## src/rtl/adder_pkg.sv

```systemverilog
// adder_pkg: shared FSM state type and chunk-count helper for the sequential subtractor
package adder_pkg;
   typedef enum logic [1:0] {IDLE, BUSY, DONE} sub_state_e;
   function automatic int nchunk(input int width, input int chunk_w);
      return width / chunk_w;
   endfunction
endpackage

```

## src/rtl/subtractor_chunk.sv

```systemverilog
// subtractor_chunk: combinational CHUNK_W-bit ripple-borrow subtractor slice
module subtractor_chunk #(
   parameter int CHUNK_W = 8
) (
   input  logic [CHUNK_W-1:0] a_i,
   input  logic [CHUNK_W-1:0] b_i,
   input  logic               bin_i,
   output logic [CHUNK_W-1:0] d_o,
   output logic               bout_o,
   output logic               bmsb_o
);
   logic [CHUNK_W:0] br;
   always_comb begin
      br = '0;
      d_o = '0;
      br[0] = bin_i;
      for (int i = 0; i < CHUNK_W; i++) begin
         d_o[i] = a_i[i] ^ b_i[i] ^ br[i];
         br[i+1] = (~a_i[i] & b_i[i]) | (~(a_i[i] ^ b_i[i]) & br[i]);
      end
   end
   assign bout_o = br[CHUNK_W];
   assign bmsb_o = br[CHUNK_W-1];
endmodule

```

## src/rtl/subtractor_32bit_seq.sv

```systemverilog
// subtractor_32bit_seq: multi-cycle ripple-borrow subtractor, CHUNK_W bits per clock, valid/ready on both sides
// Define SUB_OVF_EN to add the registered signed-overflow output ovf_o.
module subtractor_32bit_seq
   import adder_pkg::*;
#(
   parameter int WIDTH   = 32,
   parameter int CHUNK_W = 8
) (
   input  logic             clk_i,
   input  logic             rst_i,
   input  logic             valid_i,
   output logic             ready_o,
   input  logic [WIDTH-1:0] A_i,
   input  logic [WIDTH-1:0] B_i,
   input  logic             bin_i,
   output logic             valid_o,
   input  logic             ready_i,
   output logic [WIDTH-1:0] DIFF_o,
   output logic             bout_o
`ifdef SUB_OVF_EN
   ,
   output logic             ovf_o
`endif
);
   localparam int NCHUNK = nchunk(WIDTH, CHUNK_W);
   localparam int IW = NCHUNK > 1 ? $clog2(NCHUNK) : 1;
   localparam int BW = WIDTH > 1 ? $clog2(WIDTH) : 1;
   if (WIDTH % CHUNK_W != 0) begin : g_bad_chunk
      $error("WIDTH must be a multiple of CHUNK_W");
   end
   sub_state_e state, next_state;
   logic [IW-1:0] idx;
   logic [BW-1:0] base;
   logic [WIDTH-1:0] a_q, b_q;
   logic borrow, last;
   logic [CHUNK_W-1:0] a_c, b_c, d_c;
   logic bo_c;
`ifdef SUB_OVF_EN
   logic bmsb_c;
`else
   logic bmsb_unused;
`endif
   assign base = BW'(int'(idx) * CHUNK_W);
   assign last = idx == IW'(NCHUNK - 1);
   assign a_c  = a_q[base +: CHUNK_W];
   assign b_c  = b_q[base +: CHUNK_W];
   subtractor_chunk #(.CHUNK_W(CHUNK_W)) u_chunk (
      .a_i    (a_c),
      .b_i    (b_c),
      .bin_i  (borrow),
      .d_o    (d_c),
      .bout_o (bo_c),
`ifdef SUB_OVF_EN
      .bmsb_o (bmsb_c)
`else
      .bmsb_o (bmsb_unused)
`endif
   );
   always_ff @(posedge clk_i) begin
      if (rst_i) state <= IDLE;
      else state <= next_state;
   end
   always_comb begin
      next_state = (state == IDLE) ? (valid_i ? BUSY : IDLE) :
                   (state == BUSY) ? (last ? DONE : BUSY) :
                   (ready_i ? IDLE : DONE);
   end
   always_comb begin
      ready_o = (state == IDLE) && !rst_i;
      valid_o = state == DONE;
   end
   always_ff @(posedge clk_i) begin
      if (rst_i) begin
         idx <= '0;
         borrow <= 1'b0;
         DIFF_o <= '0;
         bout_o <= 1'b0;
`ifdef SUB_OVF_EN
         ovf_o <= 1'b0;
`endif
      end else if (state == IDLE && valid_i) begin
         a_q <= A_i;
         b_q <= B_i;
         idx <= '0;
         borrow <= bin_i;
      end else if (state == BUSY) begin
         DIFF_o[base +: CHUNK_W] <= d_c;
         borrow <= bo_c;
         idx <= idx + IW'(1);
         if (last) bout_o <= bo_c;
`ifdef SUB_OVF_EN
         if (last) ovf_o <= bmsb_c ^ bo_c;
`endif
      end
   end
endmodule

```

## config.mk

```make
export PLATFORM = sky130hd
export DESIGN_NAME = subtractor_32bit_seq
export DESIGN_NICKNAME = d
export VERILOG_FILES = /design/src/rtl/adder_pkg.sv /design/src/rtl/subtractor_chunk.sv /design/src/rtl/subtractor_32bit_seq.sv
export SDC_FILE = /design/constraint.sdc
export NUM_CORES = 1
export LEC_CHECK = 0
export BUFFER_PORTS_ARGS = -buffer_cell sky130_fd_sc_hd__buf_2
export CORE_MARGIN = 5
export CORE_UTILIZATION = 47
export DETAILED_ROUTE_END_ITERATION = 10
export GPL_ROUTABILITY_DRIVEN = 1
export PLACE_DENSITY = 0.75
export SYNTH_ARGS = -nofsm -noshare
export SYNTH_HDL_FRONTEND = slang
export SYNTH_SLANG_ARGS = --single-unit
```

## constraint.sdc

```tcl
create_clock -name clk_i -period 4.8 [get_ports clk_i]
set_clock_uncertainty 0.15 [all_clocks]
set_input_delay 0.96 -clock clk_i [delete_from_list [all_inputs] [get_ports clk_i]]
set_output_delay 0.96 -clock clk_i [all_outputs]
set_load 0.01 [all_outputs]
```

; Word level (Yosys, flattened, before mapping)
; Index checks and enable logic that the tools add are counted.
[word_totals]
ff_bits = 102
input_bits = 69
output_inout_bits = 35
word_cells = 91
[op_classes]
n_addsub = 2
eq_ne = 3
shifts = 4
n_mux = 8
n_bitwise = 58
reduce_logical = 9
[ops]
columns = op, n
row1 = variable part select 32 x 6 -> 8 bit, 2
row2 = bitwise mux 32 bit, 1
row3 = variable shift 8 x 7 -> 32 bit (first input constant), 1
row4 = variable part select 8 x 7 -> 32 bit, 1
row5 = inverter 1 bit, 18
row6 = bitwise AND 1 bit, 16
row7 = XOR 1 bit, 16
row8 = 2-to-1 mux 2 bit, 4
row9 = OR 1 bit, 8
row10 = negator 5 -> 7 bit, 1
row11 = == test 2 bit (second input constant), 2
row12 = AND reduction 2 bit, 2
row13 = 2-to-1 mux 1 bit, 3
row14 = AND reduction 3 bit, 1
row15 = adder 2 x 1 -> 2 bit (second input constant), 1
row16 = == test 2 x 1 -> 1 bit (second input constant), 1
row17 = logical AND 1 bit, 2
row18 = zero test 2 bit, 1
row19 = nonzero test 2 bit, 1
row20 = OR reduction 2 bit, 1
row21 = zero test 1 bit, 1

; Logic depth before layout (Yosys ltp)
[depth]
depth_word = 21
mapped_depth = 16
ltp_nobuf = 15

; Modules after synthesis
; From an unflattened synthesis, not the netlist that was laid out.
[hier_totals]
cells_unflattened = 239
hier_area_um2 = 3986.3
[modules_own_cells]
columns = mod, instances, cells_each, area_each_um2, seq_area_each_um2
row1 = subtractor_32bit_seq, 1, 213, 3758.6, 2682.6
row2 = subtractor_chunk, 1, 26, 227.7, 0.0

; Least setup slack after synthesis
; Ideal clock, no wire load.
[synth_path]
kind = register -> register
startpoint = reg idx[0]
endpoint = reg DIFF_o[15]
setup_ns = 0.070
t_arrival_ns = 4.440
required_time_ns = 4.580
slack_ns = 0.140
stages_incl_launch_ff = 15
path_buffers = 2
period_less_slack_ns = 4.660
cell_sequence = dfxtp_1 -> buf_4 -> buf_4 -> mux4_2 -> fa_1 -> fa_1 -> fa_1 -> fa_1 -> fa_1 -> fa_1 -> inv_1 -> fa_1 -> inv_1 -> nand4_1 -> a21oi_1
[synth_via]
elab_chain_len = 20
word_cells_on_any_way = 57
classes_between = add/sub (1) / shift (4) / mux (1) / bitwise (51)
[synth_lines]
columns = item, line_no
row1 = start: declaration, subtractor_32bit_seq.sv:32  ; logic [IW-1:0] idx;
row2 = start signal: assignment, subtractor_32bit_seq.sv:89  ; idx <= idx + IW'(1);
row3 = "variable part select 32 x 6 -> 8 bit, on equally long branches", "subtractor_32bit_seq.sv:45, subtractor_32bit_seq.sv:46"
row4 = XOR 1 bit, "subtractor_chunk.sv:18, subtractor_chunk.sv:19"
row5 = inverter 1 bit, subtractor_chunk.sv:19  ; br[i+1] = (~a_i[i] & b_i[i]) | (~(a_i[i] ^ b_i[i]) & br[i]);
row6 = bitwise AND 1 bit, subtractor_chunk.sv:19
row7 = OR 1 bit, subtractor_chunk.sv:19
row8 = bitwise AND 1 bit, subtractor_chunk.sv:19
row9 = OR 1 bit, subtractor_chunk.sv:19
row10 = bitwise AND 1 bit, subtractor_chunk.sv:19
row11 = [4 not listed], n/a
row12 = OR 1 bit, subtractor_chunk.sv:19
row13 = bitwise AND 1 bit, subtractor_chunk.sv:19
row14 = OR 1 bit, subtractor_chunk.sv:19
row15 = bitwise AND 1 bit, subtractor_chunk.sv:19
row16 = OR 1 bit, subtractor_chunk.sv:19
row17 = XOR 1 bit, subtractor_chunk.sv:18  ; d_o[i] = a_i[i] ^ b_i[i] ^ br[i];
row18 = variable part select 8 x 7 -> 32 bit, subtractor_32bit_seq.sv:87  ; DIFF_o[base +: CHUNK_W] <= d_c;
row19 = bitwise mux 32 bit *, subtractor_32bit_seq.sv:87
row20 = end signal: assignment, subtractor_32bit_seq.sv:76  ; DIFF_o <= '0;
row21 = end signal: indexed assignment, subtractor_32bit_seq.sv:87
row22 = end: declaration, subtractor_32bit_seq.sv:18  ; output logic [WIDTH-1:0] DIFF_o,
; Mark *: on every way between the ends. The rest lies on a longest branch, timed or not.
; A chain may end at the register's enable or synchronous reset.

; Final worst setup path
[layout_path]
startpoint = reg a_q[24]
endpoint = reg DIFF_o[15]
[layout_via]
elab_chain_len = 20
word_cells_on_any_way = 29
classes_between = shift (2) / mux (1) / bitwise (26)
[layout_lines]
columns = item, line_no
row1 = start: declaration, subtractor_32bit_seq.sv:34  ; logic [WIDTH-1:0] a_q, b_q;
row2 = start signal: assignment, subtractor_32bit_seq.sv:82  ; a_q <= A_i;
row3 = variable part select 32 x 6 -> 8 bit *, subtractor_32bit_seq.sv:45  ; assign a_c = a_q[base +: CHUNK_W];
row4 = XOR 1 bit, "subtractor_chunk.sv:18, subtractor_chunk.sv:19"
row5 = inverter 1 bit, subtractor_chunk.sv:19
row6 = bitwise AND 1 bit, subtractor_chunk.sv:19
row7 = OR 1 bit, subtractor_chunk.sv:19
row8 = bitwise AND 1 bit, subtractor_chunk.sv:19
row9 = OR 1 bit, subtractor_chunk.sv:19
row10 = bitwise AND 1 bit, subtractor_chunk.sv:19
row11 = [4 not listed], n/a
row12 = OR 1 bit, subtractor_chunk.sv:19
row13 = bitwise AND 1 bit, subtractor_chunk.sv:19
row14 = OR 1 bit, subtractor_chunk.sv:19
row15 = bitwise AND 1 bit, subtractor_chunk.sv:19
row16 = OR 1 bit, subtractor_chunk.sv:19
row17 = XOR 1 bit, subtractor_chunk.sv:18
row18 = variable part select 8 x 7 -> 32 bit *, subtractor_32bit_seq.sv:87
row19 = bitwise mux 32 bit *, subtractor_32bit_seq.sv:87
; Marked as above.

==> results.tsv <==
stage	metric	value	unit
clocking	cts.sinks	102	
timing	finalCritPeriodShare	0.943	
die	rows	33	
placed_design	port_buffers	103	
logic_synthesis	synth_edf_count	64	
logic_synthesis	yosysMostFrequentCell	edfxtp_1	
logic_synthesis	synth-seq-area-share	0.665	
routing	vias_per_cell	5.26	
die	start_util	0.486	
logic_synthesis	synth_area_leaders	edfxtp_1 48%, dfxtp_1 19%, mux4_2 8.9%	
logic_synthesis	synthDistinctLibCells	38	
routing	wl_per_cell	17.5	um
final_layout	post-route-util	0.585	
timing	setup_violations	0	
power_and_ir_drop	p_leak	1.94	nW
die	die_h	103	um
setup_path	r2r_cells	15	
power_and_ir_drop	cellPowerDensity	358	nW/um^2
routing	postRouteAntennaNets	0	
setup_path	crit_path_end_kind	register	
logic_synthesis	syn_inst	240	
timing	max_slew.worst_pin.slew	0.579	ns
global_route	antenna_found_initial	0	
routing	dr.pass1.iters	4	
placed_design	dpl.hpwl	6010	um
setup_path	cp_max_fo	4	
logic_synthesis	synth_common_cells	64 x edfxtp_1, 38 x dfxtp_1, 16 x a32o_1, 16 x inv_1, 16 x mux4_2	
logic_synthesis	syn_area_per_cell	16.8	um^2
placed_design	pre_cts_slack	0.163	ns
final_layout	num_antenna_cells	0	
clocking	clkLatencyLatePin	0.36	ns
timing	slew_headroom	0.613	
clocking	numCtsBuffers	9	
clocking	clk_path_buf_depth	2	
run	cap_violations	0	
timing	max_freq	221	MHz
timing	setup_ws	0.275	ns
timing	slew_viol_final	0	
global_route	track_usage	0.159	
power_and_ir_drop	total_power	1.74	mW
timing	rsz0062_at_grt	no	
setup_path	critical_path_arrival	4.67	ns
die	chipWidth	103	um
logic_synthesis	synth_top_area_share	0.476	
timing	post-route-min-period	4.52	ns
routing	dr_total_vias	2406	
setup_path	crit_required	4.94	ns
global_route	grt_pass1_wl	12600	um
clocking	hold_buffers	0	
clocking	cts_post_setup_buffers_inserted	0	
logic_synthesis	syn_nets	323	
logic_synthesis	yosysWarnings	0	
global_route	grt_max_degree	27	
die	core-area	8300	um^2
clocking	h-tree-depth	3	
setup_path	startpoint	a_q[24]	
routing	drtIter0Drc	135	
clocking	cts_tree	yes	
logic_synthesis	syn_area	4040	um^2
setup_path	cp-start-kind	register	
logic_synthesis	synth-seq-cells	102	
final_layout	area_delta_synth_final	20.2	%
logic_synthesis	synth-async-reset-ratio	0	
die	io_pins	104	
clocking	path_clk_slew	0.10	ns
placed_design	routabilityCongestion	0.790	
setup_path	critical_path.endpoint	DIFF_o[15]	
setup_path	reg2reg_to	DIFF_o[15]	
timing	finalSetupTns	0	ns
logic_synthesis	synth_area_leader_cell	edfxtp_1	
routing	routed_wirelength	7980	um
worst_hold_path	hold_path.class	reg -> reg	
die	die-area	10500	um^2
global_route	globalRoute.totalOverflow	0	
final_layout	layout.nets	430	
setup_path	worstSetupPathType	reg -> reg	
routing	drc_errors	0	
setup_path	rr_startpoint	a_q[24]	
run_status	status	finished, final reports clean	
setup_path	ff2ff_setup_slack	0.28	ns
global_route	grt_pass1_vias	2436	
timing	hold_viol	0	
clocking	cts_root_buf	clkbuf_8	
logic_synthesis	ys.flop_type	edfxtp_1	
final_layout	drive_gt1_frac	0.432	
power_and_ir_drop	peakVddDrop	225	uV
through the flow:
step                area [um^2]  hold WS (ns)  instances
floorplan                  4040         0.326        240
global placement           4640         0.292        441
detailed placement         4640         0.293        441
CTS                        4850         0.309        457
global route               4850         0.327        457
finish                     4850         0.308        457
report_power, final:
part | switching, mW | leakage, nW | internal [mW] | total, mW
Combinational | 0.117 | 0.937 | 0.0918 | 0.208
Clock | 0.302 | 0.102 | 0.248 | 0.550
Sequential | 0.0130 | 0.900 | 0.964 | 0.977
Total | 0.431 | 1.94 | 1.30 | 1.74
area by class of cell:
| class | instances | area [um^2] |
|---|---|---|
| clock buffers | 9 | 124 |
| fillers | 665 | 3450 |
| inverters | 17 | 63.8 |
| flip-flops and latches | 102 | 2680 |
| multi-input cells | 108 | 1210 |
| repair buffers | 109 | 564 |
| well taps | 105 | 131 |
| clock inverters | 7 | 80.1 |
placed cells by master, fill, tap and decap left out, types with 6 or more instances in the layout:
cell type / count
buf_2: 103
inv_1: 15
dfxtp_1: 37
a22o_1: 8
edfxtp_1: 64
a21oi_1: 10
a32o_1: 16
fa_1: 7
nand4_1: 8
ha_1: 6
nand2_1: 8
mux4_2: 16
clkbuf_8: 9
cells by family after synthesis:
family,share of synthesized area
compound gates,0.0806
fa+ha+maj,0.0583
buf+inv,0.0375
flops,0.665
mux,0.0942
simple gates,0.0648
per-layer routing:
| layer | vias to the layer above | routed length [um] | global-route usage |
|---|---|---|---|
| met3 | 5 | 704 | 0.0460 |
| met4 | 0 | 40 | 0.0394 |
| met1 | 1163 | 3550 | 0.227 |
| met2 | 92 | 3680 | 0.243 |
| li1 | 1146 | - | - |
| met5 | - | 0 | 0 |
worst min path at each step:
| stage | from | end | slack (ns) | cells after the start |
|---|---|---|---|---|
| final | DIFF_o[14] | DIFF_o[14] | 0.31 | 2 |
| after floorplan | DIFF_o[10] | DIFF_o[10] | 0.33 | 2 |
| after global placement | DIFF_o[10] | DIFF_o[10] | 0.29 | 2 |
| after CTS | DIFF_o[14] | DIFF_o[14] | 0.31 | 2 |
| after global routing | DIFF_o[10] | DIFF_o[10] | 0.33 | 2 |
| after detailed placement | DIFF_o[10] | DIFF_o[10] | 0.29 | 2 |
registers in the layout, summed over array words and instances (netlist names):
signal	count
DIFF_o	32
a_q	32
b_q	32
idx	2
state	2
borrow	1
bout_o	1
critical path, stage by stage (launching register included):
cell and delay (ns):
edfxtp_1 0.39, mux4_2 0.47, inv_1 0.09, fa_1 0.17, inv_1 0.05, fa_1 0.39, fa_1 0.39, fa_1 0.40
fa_2 0.37, fa_1 0.39, fa_1 0.37, inv_1 0.08, fa_1 0.41, inv_2 0.09, nand4_1 0.09, a21oi_1 0.17
timing repair:
action                     CTS  global route
gates resized for setup      0             4
setup endpoints to repair    0             1
hold endpoints to repair     0             0
No activity file was read; power rests on OpenSTA's default activity.
